### src/rtl/multicycle_main_fsm_pkg.sv
// Shared control encodings for the multicycle main FSM: state enum, mux-select
// constants, opcode constants and the packed control vector.
`timescale 1ns/1ps
package multicycle_main_fsm_pkg;

  typedef enum logic [3:0] {
    S_RESET    = 4'd0,
    S_FETCH    = 4'd1,
    S_DECODE   = 4'd2,
    S_MEMADR   = 4'd3,
    S_MEMRD    = 4'd4,
    S_MEMWB    = 4'd5,
    S_MEMWR    = 4'd6,
    S_EXECUTER = 4'd7,
    S_EXECUTEI = 4'd8,
    S_ALUWB    = 4'd9,
    S_BRANCH   = 4'd10
  } state_t;

  localparam logic [1:0] SRCA_REG   = 2'b00;
  localparam logic [1:0] SRCA_PC    = 2'b01;

  localparam logic [1:0] SRCB_REG   = 2'b00;
  localparam logic [1:0] SRCB_IMM   = 2'b01;
  localparam logic [1:0] SRCB_FOUR  = 2'b10;

  localparam logic [1:0] RES_ALUOUT = 2'b00;
  localparam logic [1:0] RES_RDATA  = 2'b01;
  localparam logic [1:0] RES_ALU    = 2'b10;

  localparam logic [1:0] OP_DP      = 2'b00;
  localparam logic [1:0] OP_MEM     = 2'b01;
  localparam logic [1:0] OP_BR      = 2'b10;
  localparam logic [1:0] OP_UNDEF   = 2'b11;

  typedef struct packed {
    logic       ir_write;
    logic       next_pc;
    logic       adr_src;
    logic [1:0] alu_src_a;
    logic [1:0] alu_src_b;
    logic [1:0] result_src;
    logic       alu_op;
    logic       reg_w;
    logic       mem_w;
    logic       branch;
    logic       undef;
    logic       instr_done;
  } ctrl_t;

endpackage

### src/rtl/multicycle_main_fsm_if.sv
// Control bundle between the main FSM (master) and the datapath (slave).
`timescale 1ns/1ps
interface multicycle_main_fsm_if;
  logic [1:0] op;
  logic [5:0] funct;
  logic       mem_ready;
  logic       ir_write;
  logic       next_pc;
  logic       adr_src;
  logic [1:0] alu_src_a;
  logic [1:0] alu_src_b;
  logic [1:0] result_src;
  logic       alu_op;
  logic       reg_w;
  logic       mem_w;
  logic       branch;
  logic       undef;
  logic       instr_done;
  logic [3:0] state;

  modport master (
    input  op, funct, mem_ready,
    output ir_write, next_pc, adr_src, alu_src_a, alu_src_b, result_src,
           alu_op, reg_w, mem_w, branch, undef, instr_done, state
  );

  modport slave (
    output op, funct, mem_ready,
    input  ir_write, next_pc, adr_src, alu_src_a, alu_src_b, result_src,
           alu_op, reg_w, mem_w, branch, undef, instr_done, state
  );
endinterface

### src/rtl/main_fsm_out_decode.sv
// Moore output decoder: state (plus mem_ready in wait states, op in DECODE)
// to control vector. Illegal encodings decode to all zeros.
`timescale 1ns/1ps
module main_fsm_out_decode
  import multicycle_main_fsm_pkg::*;
(
  input  state_t     state,
  input  logic [1:0] op,
  input  logic       mem_ready,
  output ctrl_t      ctrl
);

  always_comb begin
    ctrl = '0;
    case (state)
      S_FETCH: begin
        ctrl.alu_src_a  = SRCA_PC;
        ctrl.alu_src_b  = SRCB_FOUR;
        ctrl.result_src = RES_ALU;
        ctrl.ir_write   = mem_ready;
        ctrl.next_pc    = mem_ready;
      end
      S_DECODE: begin
        ctrl.alu_src_a  = SRCA_PC;
        ctrl.alu_src_b  = SRCB_FOUR;
        ctrl.result_src = RES_ALU;
        ctrl.undef      = (op == OP_UNDEF);
        ctrl.instr_done = (op == OP_UNDEF);
      end
      S_MEMADR: begin
        ctrl.alu_src_a = SRCA_REG;
        ctrl.alu_src_b = SRCB_IMM;
      end
      S_MEMRD: ctrl.adr_src = 1'b1;
      S_MEMWB: begin
        ctrl.result_src = RES_RDATA;
        ctrl.reg_w      = 1'b1;
        ctrl.instr_done = 1'b1;
      end
      // mem_w stays high through every wait cycle until the store completes
      S_MEMWR: begin
        ctrl.adr_src    = 1'b1;
        ctrl.mem_w      = 1'b1;
        ctrl.instr_done = mem_ready;
      end
      S_EXECUTER: begin
        ctrl.alu_src_b = SRCB_REG;
        ctrl.alu_op    = 1'b1;
      end
      S_EXECUTEI: begin
        ctrl.alu_src_b = SRCB_IMM;
        ctrl.alu_op    = 1'b1;
      end
      S_ALUWB: begin
        ctrl.result_src = RES_ALUOUT;
        ctrl.reg_w      = 1'b1;
        ctrl.instr_done = 1'b1;
      end
      S_BRANCH: begin
        ctrl.alu_src_a  = SRCA_REG;
        ctrl.alu_src_b  = SRCB_IMM;
        ctrl.result_src = RES_ALU;
        ctrl.branch     = 1'b1;
        ctrl.instr_done = 1'b1;
      end
      default: ctrl = '0;
    endcase
  end

endmodule

### src/rtl/multicycle_main_fsm.sv
// Main control FSM of the multicycle datapath: state register and next-state
// logic; outputs are decoded combinationally from the state.
`timescale 1ns/1ps
module multicycle_main_fsm
  import multicycle_main_fsm_pkg::*;
(
  input  logic                   clk,
  input  logic                   reset,
  multicycle_main_fsm_if.master  bus
);

  state_t state_q;
  ctrl_t  ctrl;
  logic   unused_funct;

  assign unused_funct = ^bus.funct[4:1];

  always_ff @(posedge clk or negedge reset) begin
    if (!reset) begin
      state_q <= S_RESET;
    end else begin
      case (state_q)
        S_RESET:  state_q <= S_FETCH;
        S_FETCH:  state_q <= bus.mem_ready ? S_DECODE : S_FETCH;
        S_DECODE: begin
          case (bus.op)
            OP_MEM:  state_q <= S_MEMADR;
            OP_DP:   state_q <= bus.funct[5] ? S_EXECUTEI : S_EXECUTER;
            OP_BR:   state_q <= S_BRANCH;
            default: state_q <= S_FETCH;
          endcase
        end
        S_MEMADR:   state_q <= bus.funct[0] ? S_MEMRD : S_MEMWR;
        S_MEMRD:    state_q <= bus.mem_ready ? S_MEMWB : S_MEMRD;
        S_MEMWR:    state_q <= bus.mem_ready ? S_FETCH : S_MEMWR;
        S_MEMWB:    state_q <= S_FETCH;
        S_EXECUTER: state_q <= S_ALUWB;
        S_EXECUTEI: state_q <= S_ALUWB;
        S_ALUWB:    state_q <= S_FETCH;
        S_BRANCH:   state_q <= S_FETCH;
        default:    state_q <= S_RESET;
      endcase
    end
  end

  main_fsm_out_decode u_out_decode (
    .state     (state_q),
    .op        (bus.op),
    .mem_ready (bus.mem_ready),
    .ctrl      (ctrl)
  );

  assign bus.ir_write   = ctrl.ir_write;
  assign bus.next_pc    = ctrl.next_pc;
  assign bus.adr_src    = ctrl.adr_src;
  assign bus.alu_src_a  = ctrl.alu_src_a;
  assign bus.alu_src_b  = ctrl.alu_src_b;
  assign bus.result_src = ctrl.result_src;
  assign bus.alu_op     = ctrl.alu_op;
  assign bus.reg_w      = ctrl.reg_w;
  assign bus.mem_w      = ctrl.mem_w;
  assign bus.branch     = ctrl.branch;
  assign bus.undef      = ctrl.undef;
  assign bus.instr_done = ctrl.instr_done;
  assign bus.state      = state_q;

endmodule

### src/flat_wrapper.sv
// flat-port wrapper written by rule: the top's interface ports become plain ports
module multicycle_main_fsm_flat import multicycle_main_fsm_pkg::*;
  (clk, reset, bus_op, bus_funct, bus_mem_ready, bus_ir_write, bus_next_pc, bus_adr_src, bus_alu_src_a, bus_alu_src_b, bus_result_src, bus_alu_op, bus_reg_w, bus_mem_w, bus_branch, bus_undef, bus_instr_done, bus_state);
  multicycle_main_fsm_if bus_i ();
  input  logic clk;
  input  logic reset;
  input wire logic [$bits(bus_i.op)-1:0] bus_op;
  input wire logic [$bits(bus_i.funct)-1:0] bus_funct;
  input wire logic [$bits(bus_i.mem_ready)-1:0] bus_mem_ready;
  output wire logic [$bits(bus_i.ir_write)-1:0] bus_ir_write;
  output wire logic [$bits(bus_i.next_pc)-1:0] bus_next_pc;
  output wire logic [$bits(bus_i.adr_src)-1:0] bus_adr_src;
  output wire logic [$bits(bus_i.alu_src_a)-1:0] bus_alu_src_a;
  output wire logic [$bits(bus_i.alu_src_b)-1:0] bus_alu_src_b;
  output wire logic [$bits(bus_i.result_src)-1:0] bus_result_src;
  output wire logic [$bits(bus_i.alu_op)-1:0] bus_alu_op;
  output wire logic [$bits(bus_i.reg_w)-1:0] bus_reg_w;
  output wire logic [$bits(bus_i.mem_w)-1:0] bus_mem_w;
  output wire logic [$bits(bus_i.branch)-1:0] bus_branch;
  output wire logic [$bits(bus_i.undef)-1:0] bus_undef;
  output wire logic [$bits(bus_i.instr_done)-1:0] bus_instr_done;
  output wire logic [$bits(bus_i.state)-1:0] bus_state;
  assign bus_i.op = bus_op;
  assign bus_i.funct = bus_funct;
  assign bus_i.mem_ready = bus_mem_ready;
  assign bus_ir_write = bus_i.ir_write;
  assign bus_next_pc = bus_i.next_pc;
  assign bus_adr_src = bus_i.adr_src;
  assign bus_alu_src_a = bus_i.alu_src_a;
  assign bus_alu_src_b = bus_i.alu_src_b;
  assign bus_result_src = bus_i.result_src;
  assign bus_alu_op = bus_i.alu_op;
  assign bus_reg_w = bus_i.reg_w;
  assign bus_mem_w = bus_i.mem_w;
  assign bus_branch = bus_i.branch;
  assign bus_undef = bus_i.undef;
  assign bus_instr_done = bus_i.instr_done;
  assign bus_state = bus_i.state;
  multicycle_main_fsm u_core (.clk(clk), .reset(reset), .bus(bus_i));
endmodule
### config.mk
export PLATFORM = sky130hd
export DESIGN_NAME = multicycle_main_fsm_flat
export DESIGN_NICKNAME = d
export VERILOG_FILES = /design/src/rtl/multicycle_main_fsm_pkg.sv /design/src/rtl/multicycle_main_fsm_if.sv /design/src/rtl/main_fsm_out_decode.sv /design/src/rtl/multicycle_main_fsm.sv /design/src/flat_wrapper.sv
export SDC_FILE = /design/constraint.sdc
export NUM_CORES = 1
export LEC_CHECK = 0
export ABC_AREA = 1
export CORE_MARGIN = 2
export CORE_UTILIZATION = 25
export DETAILED_ROUTE_END_ITERATION = 10
export GPL_TIMING_DRIVEN = 0
export SKIP_CTS_REPAIR_TIMING = 1
export SYNTH_ARGS = -nofsm -noshare
export SYNTH_HDL_FRONTEND = slang
export SYNTH_SLANG_ARGS = --single-unit
### constraint.sdc
create_clock -name clk -period 1.6 [get_ports clk]
set_clock_uncertainty 0.15 [all_clocks]
set_input_delay 0.48 -clock clk [delete_from_list [all_inputs] [get_ports clk]]
set_output_delay 0.48 -clock clk [all_outputs]
set_load 0.01 [all_outputs]
Yosys cells after proc, flatten, opt, wreduce, memory -nomap -nowiden
Index checks and enable logic that the tools add are counted.
{"block": "totals", "regBits": 4, "in_bits": 11, "out_inout_bits": 19, "word_cells": 42}
{"block": "classes", "eq_ne": 13, "mux": 18, "reduce_logical": 10}
{"operator": "$pmux W4 S7", "n": 1}
{"operator": "$eq A4 B3 Y1 const B", "n": 4}
{"operator": "$eq A4 B4 Y1 const B", "n": 3}
{"operator": "$pmux W4 S3", "n": 1}
{"operator": "$reduce_or A3 Y1", "n": 3}
{"operator": "$eq A4 B2 Y1 const B", "n": 2}
{"operator": "$mux W1", "n": 8}
{"operator": "$pmux W2 S2", "n": 2}
{"operator": "$reduce_or A2 Y1", "n": 4}
{"operator": "$mux W2", "n": 3}
{"operator": "$eq A2 B2 Y1 const B", "n": 2}
{"operator": "$eq A4 B1 Y1 const B", "n": 1}
{"operator": "$logic_not A4 Y1", "n": 1}
{"operator": "$mux W4", "n": 1}
{"operator": "$reduce_or A4 Y1", "n": 1}
{"operator": "$mux W3", "n": 1}
{"operator": "$pmux W1 S3", "n": 1}
{"operator": "$eq A2 B1 Y1 const B", "n": 1}
{"operator": "$logic_not A2 Y1", "n": 1}

Depth between registers and ports, before layout
Gate-level depths: netlist (run 1).
{"block": "logic_depth", "word_depth": 3, "mapped_depth": 6, "ltp_nobuf": 6}

Cells and area by module
Synthesis (run 1) repeated with hierarchy kept, for this count alone.
{"block": "hier_totals", "cells_unflattened": 91, "area_unflattened_um2": 485.5}
{"mod": "multicycle_main_fsm", "instances": 1, "cells_per_inst": 47, "area_per_inst_um2": 286.5, "seq_area_each_um2": 100.1}
{"mod": "main_fsm_out_decode", "instances": 1, "cells_per_inst": 44, "area_per_inst_um2": 198.9, "seq_area_each_um2": 0.0}

Least setup slack after synthesis (run 1)
OpenSTA, ideal clock, no wires.
{"block": "synth_timing", "kind": "register -> output", "start": "register u_core.state_q[0] (netlist: u_core.bus.state[0])", "end": "output bus_instr_done", "arrival_time_ns": 1.073, "required_time_ns": 0.970, "path_slack_ns": -0.103, "path_stages_with_launch": 6, "path_cell_list": "dfrtp_1 inv_2 nand2_2 nor2_1 nand2_1 nand3_2"}
{"block": "synth_between", "elab_chain_len": 3}
{"item": "start, declared", "line": "multicycle_main_fsm.sv:12", "rtl": "state_t state_q;"}
{"item": "start signal, assigned", "line": "multicycle_main_fsm.sv:24", "rtl": "S_FETCH: state_q <= bus.mem_ready ? S_DECODE : S_FETCH;"}
{"item": "start signal, assigned", "line": "multicycle_main_fsm.sv:28", "rtl": "OP_DP: state_q <= bus.funct[5] ? S_EXECUTEI : S_EXECUTER;"}
{"item": "start signal, assigned", "line": "multicycle_main_fsm.sv:33", "rtl": "S_MEMADR: state_q <= bus.funct[0] ? S_MEMRD : S_MEMWR;"}
{"item": "$eq A4 B3 Y1 / $eq A4 B4 Y1 (equally long branches)", "line": "main_fsm_out_decode.sv:15", "rtl": "case (state)"}
{"item": "$reduce_or A3 Y1 (no line)"}
{"item": "$pmux W1 S3 (*)", "line": "main_fsm_out_decode.sv:15"}
{"item": "end, declared", "line": "flat_wrapper.sv:21", "rtl": "output wire logic [$bits(bus_i.instr_done)-1:0] bus_instr_done;"}
Mark *: on every way between the ends. The rest lies on a longest branch, timed or not.

Worst setup path in the final report (run 1)
Ends and elaborated chain as after synthesis.

==> results.py, run 1 <==
metrics = {
    "worst_setup_path": {
        "slowest_stage": "dfrtp_2",
        "crit_path_max_fanout": 5,
        "reg2reg_slack_ns": 0.23,
        "cp_cell_sequence": "inv_2 > nor2_4 > buf_6 > nand2_4 > nand2_4 > nor2_4 > nand3_2 > buf_6",
        "cp-startpoint": "u_core.bus.state[0]$_DFF_PN0_",
        "worstSetupPathType": "reg2out",
        "reg2reg_to": "u_core.bus.state[0]$_DFF_PN0_",
        "cp.required_ns": 0.97,
        "max_stage_delay_ns": 0.44,
        "critPathCaptureType": "output port",
        "crit_arrival_ns": 1.40,
        "start_kind": "flip-flop",
        "reg2regPathDepth": 7,
        "r2r-start": "u_core.bus.state[3]$_DFF_PN0_",
    },
    "power_and_ir_drop": {
        "power.share.switching_pct": 48.0,
        "peakVddDrop_v": 0.000758,
        "p_switching_mw": 0.754,
        "p_int_mw": 0.816,
        "power_density_nw_per_um2": 1730,
        "pwr-share-seq_pct": 15.3,
        "clkPwrFrac_pct": 9.0,
        "p_leak_nw": 0.565,
        "power_frac_comb_pct": 75.7,
    },
    "min_path": {
        "hp-class": "in2async",
    },
    "timing": {
        "rsz0062_at_grt": "true",
        "hold_violations": 0,
        "drv_slew": 0,
        "finalSetupTns_ns": -4.45,
        "fin_hold_ws_ns": 0.285,
        "min_period_ns": 2.03,
        "finalSetupViolations": 14,
        "timing.final.crit_share_pct": 127,
        "fmax_mhz": 493,
        "fin_ws_ns": -0.426,
    },
    "route": {
        "wl_per_cell_um": 11.3,
        "wl_mm": 1.62,
        "vias": 625,
        "drtPass1Iterations": 4,
        "ant_nets": 0,
        "viasPerCell": 4.37,
        "drt_iter0_markers": 10,
        "drc": 0,
    },
    "clocking": {
        "h-tree-depth": 1,
        "clk_latency_ns": 0.24,
        "cts_tree": "done",
        "clkTransAtPathRegs_ns": 0.04,
        "cts_buffer_depth": 2,
        "root_buffer": "clkbuf_4",
        "cts-buffers-inserted": 3,
        "cts.sink_count": 4,
    },
    "placement": {
        "port-buffer-count": 24,
        "place_area_sq_um": 758,
        "globalplace.congestion": 0.749,
        "dp.cells": 127,
        "dp_hpwl_mm": 1.02,
    },
    "synthesis": {
        "netlist_area_sq_um": 480,
        "syn_inst": 78,
        "synth_seq_area_share_pct": 20.8,
        "synthTopCellsByArea": "dfrtp_1 (21%), nand2_1 (16%), nor2_1 (11%)",
        "synthDistinctLibCells": 17,
        "synth.avg_cell_area_sq_um": 6.16,
        "synth_largest_type_area_fraction_pct": 20.8,
        "synth_top_cell_by_area": "dfrtp_1",
        "synth_nets": 89,
        "ys_seq_elements": 4,
        "yosys_warnings": 0,
    },
    "final_layout": {
        "final_cell_area_sq_um": 908,
        "final_util_pct": 51.5,
        "layout_commonest_cell": "nand2_1",
        "antenna_cells": 0,
        "largest_reg_flops": 4,
        "mostFrequentLayoutCells": "nand2_1 (18), buf_4 (12), nor2_1 (9)",
        "syn_to_final_growth_pct": 89.1,
        "final_net_count": 130,
        "drive_gt1_share_pct": 58.5,
        "fin_cells": 143,
    },
    "global_routing": {
        "grt_pass1_vias": 452,
        "antenna_found_initial": 0,
        "grtUsageTotal_pct": 12.7,
        "grt_pass1_wl_mm": 1.95,
        "overflow": 0,
        "grt_max_degree": 9,
    },
    "floorplanning": {
        "fp.dieW_um": 47.8,
        "die_y_um": 47.8,
        "die_area_sq_um": 2290,
        "start_util_pct": 27.2,
        "core_sq_um": 1760,
        "boundaryPins": 30,
        "rows": 15,
    },
    "flow_run": {
        "cap_violations": 0,
    },
    "outcome": {
        "failed_checks": "setup timing",
        "status": "finished, violations left",
    },
}
-- critical path: cells and delay by family (launching register included) --
family | cells | cell delay, ns
flip-flops | 1 | 0.44
AND/OR/NAND/NOR | 5 | 0.36
buffers and inverters | 3 | 0.35
-- layer usage --
layer  track usage (%)  share of wire, %
met2              17.1                54
met4              6.49               1.3
met5                 0                 0
met3              5.66               5.0
met1              17.0                40
-- through the flow --
step | power, mW | worst slack (ns)
after floorplan | 0.768 | 0.000794
after global placement | 1.21 | -0.934
after detailed placement | 1.21 | -0.911
after CTS | 1.36 | -0.915
after global routing | 1.70 | -0.499
final | 1.57 | -0.426
-- Yosys cell counts (all sizes together) --
library cell and number:
nand2 26, nor2 21, inv 12, nand3 7, dfrtp 4, buf 2
nand3b 2, a21oi 1, conb 1, nor3 1, o21ai 1
-- layout make-up --
class                           count  area, sq um
Tap cell                           25         31.3
Multi-Input combinational cell     60          368
Inverter                           12         45.0
Clock buffer                        4         26.3
Fill cell                         185          856
Buffer                              2         15.0
Timing Repair Buffer               36          318
Sequential cell                     4          105
-- power groups by stage --
stage                     clock network, mW  logic [mW]  registers [mW]
after detailed placement                  0       0.972           0.242
after global routing                  0.166        1.29           0.246
final                                 0.141        1.19           0.241
after CTS                             0.148       0.974           0.240
after floorplan                           0       0.524           0.244
after global placement                    0       0.973           0.241
-- worst max-delay path by stage --
stage / endpoint / slack, ns / cells past startpoint
after CTS: bus_next_pc / -0.91 / 5
final: bus_instr_done / -0.43 / 8
after detailed placement: bus_next_pc / -0.91 / 5
after global routing: bus_instr_done / -0.50 / 7
after floorplan: bus_next_pc / 0.0008 / 4
after global placement: bus_next_pc / -0.93 / 5
-- logic make-up after synthesis --
| kind of cell | count (synthesis) | share of synthesized area (%) |
|---|---|---|
| AND/OR/NAND/NOR | 57 | 63.0 |
| buffers and inverters | 14 | 12.5 |
| flip-flops | 4 | 20.8 |
| AO/OA/AOI/OAI | 2 | 2.86 |
| other | 1 | 0.781 |
Power figures use the tool's default switching activity.
==> inputs of run 2 (changes only) <==
clock period = 2.4 ns   (was 1.6 ns; I/O delays follow)
==> results.py, run 2 (synthesis gave the netlist of run 1 again) <==
metrics = {
    "route": {
        "drc": 0,
        "wl_per_cell_um": 10.2,
        "wl_mm": 1.37,
        "viasPerCell": 4.34,
        "drt_iter0_markers": 3,
        "drtPass1Iterations": 4,
        "vias": 582,
        "ant_nets": 0,
    },
    "clocking": {
        "cts_tree": "done",
        "h-tree-depth": 1,
        "clk_latency_ns": 0.23,
        "cts.sink_count": 4,
        "cts-buffers-inserted": 3,
        "root_buffer": "clkbuf_4",
        "clkTransAtPathRegs_ns": 0.04,
        "cts_buffer_depth": 2,
    },
    "timing": {
        "finalSetupViolations": 5,
        "timing.final.crit_share_pct": 110,
        "fmax_mhz": 380,
        "rsz0062_at_grt": "true",
        "drv_slew": 0,
        "hold_violations": 0,
        "min_period_ns": 2.63,
        "fin_ws_ns": -0.233,
    },
    "power_and_ir_drop": {
        "power_frac_comb_pct": 74.3,
        "peakVddDrop_v": 0.000557,
        "p_leak_nw": 0.588,
        "power_density_nw_per_um2": 1110,
        "power.share.switching_pct": 46.1,
        "pwr-share-seq_pct": 16.7,
        "power_mw": 0.928,
        "clkPwrFrac_pct": 9.0,
        "p_int_mw": 0.500,
        "p_switching_mw": 0.428,
    },
    "worst_setup_path": {
        "crit_arrival_ns": 1.76,
        "start_kind": "flip-flop",
        "reg2reg_to": "u_core.bus.state[0]$_DFF_PN0_",
        "worstSetupPathType": "reg2out",
        "critPathCaptureType": "output port",
        "r2r-start": "u_core.bus.state[0]$_DFF_PN0_",
        "cp.required_ns": 1.53,
        "cp-startpoint": "u_core.bus.state[0]$_DFF_PN0_",
        "reg2reg_slack_ns": 1.02,
        "reg2regPathDepth": 7,
        "crit_path_max_fanout": 6,
    },
    "final_layout": {
        "mostFrequentLayoutCells": "nand2_1 (20), nor2_1 (14), clkdlybuf4s50_1 (12)",
        "drive_gt1_share_pct": 35.8,
        "final_net_count": 122,
        "largest_reg_flops": 4,
        "syn_to_final_growth_pct": 74.2,
        "antenna_cells": 0,
        "layout_commonest_cell": "nand2_1",
        "n_fill_cell": 192,
    },
    "global_routing": {
        "top_usage_layer": "met2",
        "grt_use_met2_pct": 20.5,
        "grt_pass1_vias": 493,
        "grt.met3_usage_pct": 4.91,
        "antenna_found_initial": 0,
        "gr-usage-met1_pct": 15.9,
        "grt_max_degree": 9,
        "grtUsageTotal_pct": 12.5,
        "grt_pass1_wl_mm": 2.01,
        "overflow": 0,
    },
    "floorplanning": {
        "core_sq_um": 1760,
        "rows": 15,
        "die_area_sq_um": 2290,
        "fp.dieW_um": 47.8,
        "start_util_pct": 27.2,
        "die_y_um": 47.8,
        "boundaryPins": 30,
    },
    "placement": {
        "dp_slack_ns": -0.617,
        "port-buffer-count": 24,
        "globalplace.congestion": 0.778,
        "dp_hpwl_mm": 1.05,
    },
    "outcome": {
        "failed_checks": "setup timing",
        "status": "finished, violations left",
    },
    "min_path": {
        "hp-class": "in2async",
    },
    "flow_run": {
        "cap_violations": 0,
    },
}
-- run 2: cell count changes in the layout (fill, tap and decap cells not counted), moves of 3 or more --
cell,delta
dlymetal6s2s_1,+6
clkbuf_2,-4
nor2_4,-3
buf_2,-3
buf_4,-6
clkdlybuf4s50_1,+7
nor2_1,+5
buf_6,-8
-- run 2: cell type report --
type,count,area (sq um),area share [%]
plain buffers,2,15.0,1.79
clock buffers,3,22.5,2.69
inverters,12,45.0,5.38
multi-input cells,60,325,38.9
flip-flops and latches,4,105,12.6
well taps,25,31.3,3.74
repair buffers,28,293,35.0
-- run 2: stage by stage --
stage | instances | utilization (%) | setup TNS [ns] | hold slack [ns] | area [sq um]
after floorplan | 78 | - | 0 | 0.274 | 480
after CTS | 130 | 43.9 | -3.44 | 0.533 | 774
final | 134 | 47.4 | -0.577 | 0.537 | 837
after detailed placement | 127 | 42.6 | -2.05 | 0.588 | 752
after global placement | 127 | 42.6 | -2.04 | 0.597 | 752
after global routing | 134 | 47.4 | -1.00 | 0.544 | 837
-- run 2: power by group through the flow --
| stage | Clock [mW] | Combinational, mW | Sequential, mW |
|---|---|---|---|
| 6_report | 0.0838 | 0.690 | 0.155 |
| 4_1_cts | 0.0874 | 0.651 | 0.154 |
| 5_1_grt | 0.0965 | 0.759 | 0.159 |
| 3_3_place_gp | 0 | 0.646 | 0.154 |
| 2_1_floorplan | 0 | 0.347 | 0.158 |
| 3_5_place_dp | 0 | 0.648 | 0.155 |
-- run 2: worst max path at each step --
stage / endpoint / slack, ns / cells after the start
finish: bus_alu_op / -0.23 / 8
global route: bus_alu_op / -0.30 / 8
CTS: bus_next_pc / -0.62 / 5
detailed placement: bus_next_pc / -0.62 / 5
global placement: bus_next_pc / -0.62 / 5
floorplan: bus_instr_done / 0.46 / 5
-- run 2: critical path, stage by stage (launching register included) --
cell	delay [ns]
dfrtp_2	0.44
buf_4	0.15
nand2_1	0.05
inv_1	0.05
nand2_1	0.10
inv_1	0.05
nor2_1	0.16
inv_1	0.06
clkdlybuf4s50_1	0.47
-- run 2: per-layer routing --
layer | vias to the layer above | share of wire (%) | wire [um]
met5 | - | 0 | 0
met4 | 0 | 1.0 | 14
met3 | 2 | 5.2 | 71
met2 | 20 | 50 | 678
met1 | 263 | 44 | 601
li1 | 297 | - | -
==> inputs of run 3 (changes only) <==
HOLD_SLACK_MARGIN = 0.03   (was default)
==> results of run 3 <==
The final DEF is identical to that of run 2; final timing and power are the same.
